## src/rtl/nn_pkg.sv

```systemverilog
// nn_pkg: shared widths, FSM state type and sign-magnitude helper for neuron blocks
package nn_pkg;
  localparam int SM_IN_W = 21;
  localparam int SM_OUT_W = 8;
  localparam logic [6:0] MAG_MAX = 7'h7F;
  typedef enum logic [1:0] {IDLE, ACCUM, OUT} state_e;
  // Sign-magnitude to two's complement, one bit wider than the magnitude plus sign;
  // negative zero falls out as 0 because -0 == 0.
  function automatic logic signed [SM_IN_W:0] sm_to_tc(input logic [SM_IN_W-1:0] sm);
    logic signed [SM_IN_W:0] mag;
    mag = {2'b00, sm[SM_IN_W-2:0]};
    return sm[SM_IN_W-1] ? -mag : mag;
  endfunction
endpackage

```

## src/rtl/neuron_activation.sv

```systemverilog
// neuron_activation: scale and activate an accumulator into an 8-bit sign-magnitude output
// NEURON_ACC_SIGNED_OUT_EN selects identity (signed) activation; default is ReLU.
module neuron_activation import nn_pkg::*; #(
  parameter int ACC_W = 28,
  parameter int SHIFT = 7
) (
  input  logic signed [ACC_W-1:0]    acc,
  output logic        [SM_OUT_W-1:0] out_data
);
  logic [ACC_W-1:0] mag, m;
  logic [6:0] sat;
  logic neg;
  assign neg = acc[ACC_W-1];
`ifdef NEURON_ACC_SIGNED_OUT_EN
  assign mag = neg ? -acc : acc;
`else
  assign mag = neg ? '0 : acc;
`endif
  assign m = mag >> SHIFT;
  assign sat = (m > ACC_W'(MAG_MAX)) ? MAG_MAX : m[6:0];
`ifdef NEURON_ACC_SIGNED_OUT_EN
  assign out_data = {neg && (sat != 7'd0), sat};
`else
  assign out_data = {1'b0, sat};
`endif
endmodule

```

## src/rtl/neuron_accumulator.sv

```systemverilog
// neuron_accumulator: accumulate BEATS partial sums plus bias, activate, emit one neuron output
// Optional macro NEURON_ACC_SIGNED_OUT_EN (via neuron_activation) selects signed output.
module neuron_accumulator import nn_pkg::*; #(
  parameter int BEATS = 8,
  parameter int SHIFT = 7,
  parameter int ACC_W = 28
) (
  input  logic                clk,
  input  logic                rst_n,
  input  logic                in_valid,
  output logic                in_ready,
  input  logic [SM_IN_W-1:0]  in_sum,
  input  logic [SM_IN_W-1:0]  in_bias,
  output logic                out_valid,
  input  logic                out_ready,
  output logic [SM_OUT_W-1:0] out_data,
  output logic                busy
);
  localparam int CNT_W = $clog2(BEATS + 1);
  state_e state;
  logic signed [ACC_W-1:0] acc, acc_nxt, base;
  logic [CNT_W-1:0] cnt;
  logic [SM_OUT_W-1:0] act;
  logic beat, last;
  assign in_ready = state != OUT;
  assign busy = state != IDLE;
  assign beat = in_valid && in_ready;
  assign last = (state == IDLE) ? (BEATS == 1) : (cnt == CNT_W'(BEATS - 1));
  // first beat restarts from the bias, later beats continue the running sum
  assign base = (state == IDLE) ? ACC_W'(sm_to_tc(in_bias)) : acc;
  assign acc_nxt = base + ACC_W'(sm_to_tc(in_sum));
  neuron_activation #(.ACC_W(ACC_W), .SHIFT(SHIFT)) u_act (
    .acc(acc_nxt),
    .out_data(act)
  );
  // group FSM: accumulate beats, register the activated result on the final beat, hold until taken
  always_ff @(posedge clk or negedge rst_n)
    if (!rst_n) begin
      state <= IDLE;
      acc <= '0;
      cnt <= '0;
      out_valid <= 1'b0;
      out_data <= '0;
    end else begin
      case (state)
        IDLE, ACCUM:
          if (beat) begin
            acc <= acc_nxt;
            cnt <= (state == IDLE) ? CNT_W'(1) : cnt + 1'b1;
            state <= last ? OUT : ACCUM;
            if (last) begin
              out_valid <= 1'b1;
              out_data <= act;
            end
          end
        OUT:
          if (out_ready) begin
            out_valid <= 1'b0;
            cnt <= '0;
            state <= IDLE;
          end
        default: state <= IDLE;
      endcase
    end
endmodule

```

## config.mk

```make
export PLATFORM = sky130hd
export DESIGN_NAME = neuron_accumulator
export DESIGN_NICKNAME = d
export VERILOG_FILES = /design/src/rtl/nn_pkg.sv /design/src/rtl/neuron_activation.sv /design/src/rtl/neuron_accumulator.sv
export SDC_FILE = /design/constraint.sdc
export NUM_CORES = 1
export LEC_CHECK = 0
export ABC_AREA = 0
export ABC_CLOCK_PERIOD_IN_PS = 4000
export BUFFER_PORTS_ARGS = -buffer_cell sky130_fd_sc_hd__buf_2
export CORE_UTILIZATION = 45
export CTS_BUF_LIST = sky130_fd_sc_hd__clkbuf_4 sky130_fd_sc_hd__clkbuf_8
export CTS_CLUSTER_DIAMETER = 100
export DETAILED_ROUTE_END_ITERATION = 16
export PLACE_DENSITY = 0.67
export SYNTH_ARGS = -nofsm -noshare
export SYNTH_HDL_FRONTEND = slang
export SYNTH_SLANG_ARGS = --single-unit
```

## constraint.sdc

```tcl
create_clock -name clk -period 4 [get_ports clk]
set_clock_uncertainty 0.15 [all_clocks]
set_input_delay 0.2 -clock clk [delete_from_list [all_inputs] [get_ports clk]]
set_output_delay 0.2 -clock clk [all_outputs]
set_load 0.005 [all_outputs]
```

==> flow_summary_export.csv <==
group,metric,value,unit
worst_setup_path,worst-path-buf-inv,2,
floorplanning,die_h,103,um
worst_setup_path,cpLargestDelayFamily,"simple AND/OR/NAND/NOR gates",
flow_run,maxCapViolCount,0,
finish,diodes,0,
place,place_hpwl,12000,um
sta,min_period_over_period,1.01,
place,placement.io_buffers,55,
power_and_ir_drop,switching_power,3260,uW
clock_tree,cts.htree.levels,2,
synthesis,synth_area_leader_cell,"dfrtp_1",
floorplanning,die_w,103,um
hold_path,min_path_cells,3,
finish,drive_gt1_frac,0.361,
detailed_routing,antenna_left,0,
synthesis,syn_area,4590,sq um
synthesis,synth-seq-cells,42,
detailed_routing,drtPass1Iterations,4,
finish,fillers,867,
synthesis,synth-main-ff-cell,"dfrtp_1",
synthesis,syn_inst,615,
worst_setup_path,cp_cell_sequence,"buf_6, or4_4, or3_4, nor2_1, or4b_4, o31ai_4, xnor2_2, ha_4, a21oi_4, o21ai_2, a2111o_1, mux2_4, a32oi_1, nand4_1, buf_6, nor3b_2, a31oi_1",
worst_setup_path,r2r_start,"state[0]",
detailed_routing,wl_per_cell,16.9,um
global_routing,grt_pass1_wl,23800,um
run_status,violations,"setup timing",
synthesis,yosysUniqueCellTypes,63,
detailed_routing,route.detailed.drc,0,
power_and_ir_drop,power_frac_seq,0.118,
synthesis,postSynthAreaPerCell,7.47,sq um
synthesis,synth_edf_count,0,
power_and_ir_drop,p_int,3230,uW
clock_tree,root_buffer,"clkbuf_8",
worst_setup_path,r2r_end,"out_data[2]",
power_and_ir_drop,sw_frac_of_total,0.502,
place,gp_congestion,0.944,
place,dp.cells,903,
clock_tree,clock-sinks,42,
sta,rsz0062_at_grt,"yes",
worst_setup_path,crit_fanout,7,
synthesis,yosys_warnings,0,
worst_setup_path,cp_data_arrival_time,4.07,ns
synthesis,async_reset_ff_frac,1.00,
sta,final_hold_viol_count,0,
global_routing,grt_pass1_vias,5005,
worst_setup_path,cpMostUsedCell,"buf_6",
finish,fin_cells,922,
worst_setup_path,max_stage_delay,0.53,ns
sta,tightestPinTransition,0.984,ns
synthesis,ys_seq_area_frac,0.229,
power_and_ir_drop,clkPwrFrac,0.045,
detailed_routing,finalWirelength,15600,um
clock_tree,cts_tree,"built",
power_and_ir_drop,ir_worst_vdd,585,uV
worst_setup_path,worstPathRequired,4.02,ns
sta,slew_viol_final,0,
synthesis,synth.most_common_cell,"nand2_1",
clock_tree,cts_buffers,5,
sta,min_period,4.06,ns
floorplanning,die_area,10600,sq um
hold_path,hp-class,"in -> reg",
sta,setup_ws,-0.0559,ns
worst_setup_path,rrSetupSlack,0.18,ns
hold_path,hold_path_end,"cnt[0]",
floorplanning,ios,57,
finish,fin_util,0.667,
floorplanning,core,9820,sq um
clock_tree,clk_pin_slew,0.09,ns
synthesis,syn-num-nets,692,
global_routing,grt-ovfl-total,0,
sta,setup_viol,7,
power_and_ir_drop,power_density,991,nW/um^2
global_routing,grt_start_max_net_pins,43,
sta,max_freq,0.247,GHz
global_routing,antenna_found_initial,0,
worst_setup_path,critPathSlowestCell,"or4_4",
sta,relSlewSlack,0.344,
power_and_ir_drop,power.leakage,0.00289,uW
detailed_routing,num_vias,5364,
floorplanning,initial_core_util,0.468,
detailed_routing,via_per_inst,5.82,
worst_setup_path,end_kind,"register",
clock_tree,clk_latency,0.30,ns
power_and_ir_drop,combPwrFrac,0.838,
worst_setup_path,worstSetupStartpointType,"input pin",
synthesis,synth_commonest_cells,"89 x nand2_1, 65 x o21ai_0, 58 x a21oi_1",
run_status,outcome,"complete, but fails checks",
hold_path,hold_start,"in_valid",
finish,finalNetCount,865,
finish,area_delta_synth_final,42.5,%
synthesis,synth_top_area_frac,0.229,
clock_tree,clockBufferDepth,2,
worst_setup_path,reg2reg_depth,14,
floorplanning,rows,36,
detailed_routing,drt_iter0_markers,316,
worst_setup_path,crit_type,"in -> reg",
synthesis,synth_area_leaders,"dfrtp_1 23%, ha_1 8.2%, nand2_1 7.3%",
global_routing,track_usage,0.291,
-- timing repair --
action | in CTS | in global routing
pin swaps | 12 | 25
resized for setup | 48 | 44
endpoints found under the setup margin | 8 | 11
endpoints found under the hold margin | 43 | 0
hold buffers | 2 | 0
setup buffers | 3 | 6
-- per-stage QoR --
stage / TNS (ns) / worst slack (ns) / power [uW] / instance area [sq um] / hold WS [ns]
2_1_floorplan: -0.319 / -0.0774 / 3410 / 4670 / -0.246
3_3_place_gp: -4.16 / -0.461 / 5310 / 5970 / 0.245
3_5_place_dp: -5.33 / -0.570 / 5400 / 5970 / 0.254
4_1_cts: -0.208 / -0.0620 / 6040 / 6320 / 0.0475
5_1_grt: -1.11 / -0.182 / 6960 / 6550 / 0.0554
6_report: -0.270 / -0.0559 / 6490 / 6550 / 0.0592
-- cell type report --
cell class,count,area (sq um),area share
clock buffers,5,68.8,0.0105
clock inverters,3,23.8,0.00363
inverters,18,67.6,0.0103
multi-input cells,528,3820,0.584
flip-flops and latches,42,1050,0.161
well taps,133,166,0.0254
repair buffers,193,1340,0.205
-- cells in the final DEF (no fill, tap or decap), types with 5 or more instances in the layout --
cell / Yosys / layout
buf_4: 1 / 133
clkbuf_8: 0 / 5
buf_2: 0 / 54
dfrtp_1: 42 / 42
or3_1: 6 / 5
nand2_1: 89 / 88
a21oi_1: 58 / 40
o211ai_1: 7 / 7
o21ai_1: 1 / 10
or4_1: 6 / 5
nor3_1: 10 / 6
xor2_1: 27 / 27
nand2b_1: 7 / 7
a21oi_2: 0 / 15
inv_1: 18 / 18
o21ai_0: 65 / 51
a31oi_1: 6 / 6
nand3_1: 12 / 10
o21a_1: 10 / 10
ha_1: 30 / 27
a21o_1: 8 / 8
o31ai_1: 13 / 11
o41ai_1: 9 / 6
xnor2_1: 27 / 25
nor2_1: 46 / 42
o21ai_2: 0 / 5
-- tightest hold or removal path: cells and delay by family --
family          cells  cell delay (ns)
compound gates      1             0.05
simple gates        1             0.09
buf+inv             1             0.13
-- flip-flops by register name, summed over array words and instances, names as in the netlist --
| signal | count |
|---|---|
| out_data | 7 |
| cnt | 4 |
| acc | 28 |
| out_valid | 1 |
| state | 2 |
-- power groups by stage --
stage / Combinational, uW / Sequential (uW) / Clock, uW
4_1_cts: 4990 / 760 / 296
5_1_grt: 5850 / 789 / 315
2_1_floorplan: 2670 / 744 / 0
3_5_place_dp: 4630 / 766 / 0
6_report: 5430 / 763 / 291
3_3_place_gp: 4550 / 762 / 0
-- cells by family after synthesis --
| kind of cell | Yosys count | synth area share |
|---|---|---|
| multiplexers | 7 | 0.0188 |
| flip-flops | 42 | 0.229 |
| AND/OR/NAND/NOR | 218 | 0.228 |
| other | 1 | 0.000816 |
| AO/OA/AOI/OAI | 217 | 0.297 |
| XOR/XNOR | 54 | 0.103 |
| adder cells (fa/ha/maj) | 31 | 0.0861 |
| buffers and inverters | 45 | 0.0376 |
-- per-layer routing --
metal / track usage / vias to the layer above / routed length, um
met3: 0.0339 / 31 / 506
li1: - / 2609 / -
met5: 0 / - / 0
met4: 0.109 / 0 / 535
met2: 0.533 / 130 / 7880
met1: 0.348 / 2594 / 6640
-- worst max-delay path by stage --
| stage | from | to | slack, ns | depth (start not counted) |
|---|---|---|---|---|
| floorplan | in_sum[5] | out_data[5] | -0.08 | 15 |
| CTS | in_sum[5] | out_data[3] | -0.06 | 17 |
| global placement | in_bias[5] | out_data[3] | -0.46 | 18 |
| global route | in_sum[5] | out_data[5] | -0.18 | 18 |
| finish | in_sum[5] | out_data[5] | -0.06 | 17 |
| detailed placement | in_bias[5] | out_data[5] | -0.57 | 15 |
(Power assumes the default switching activity.)
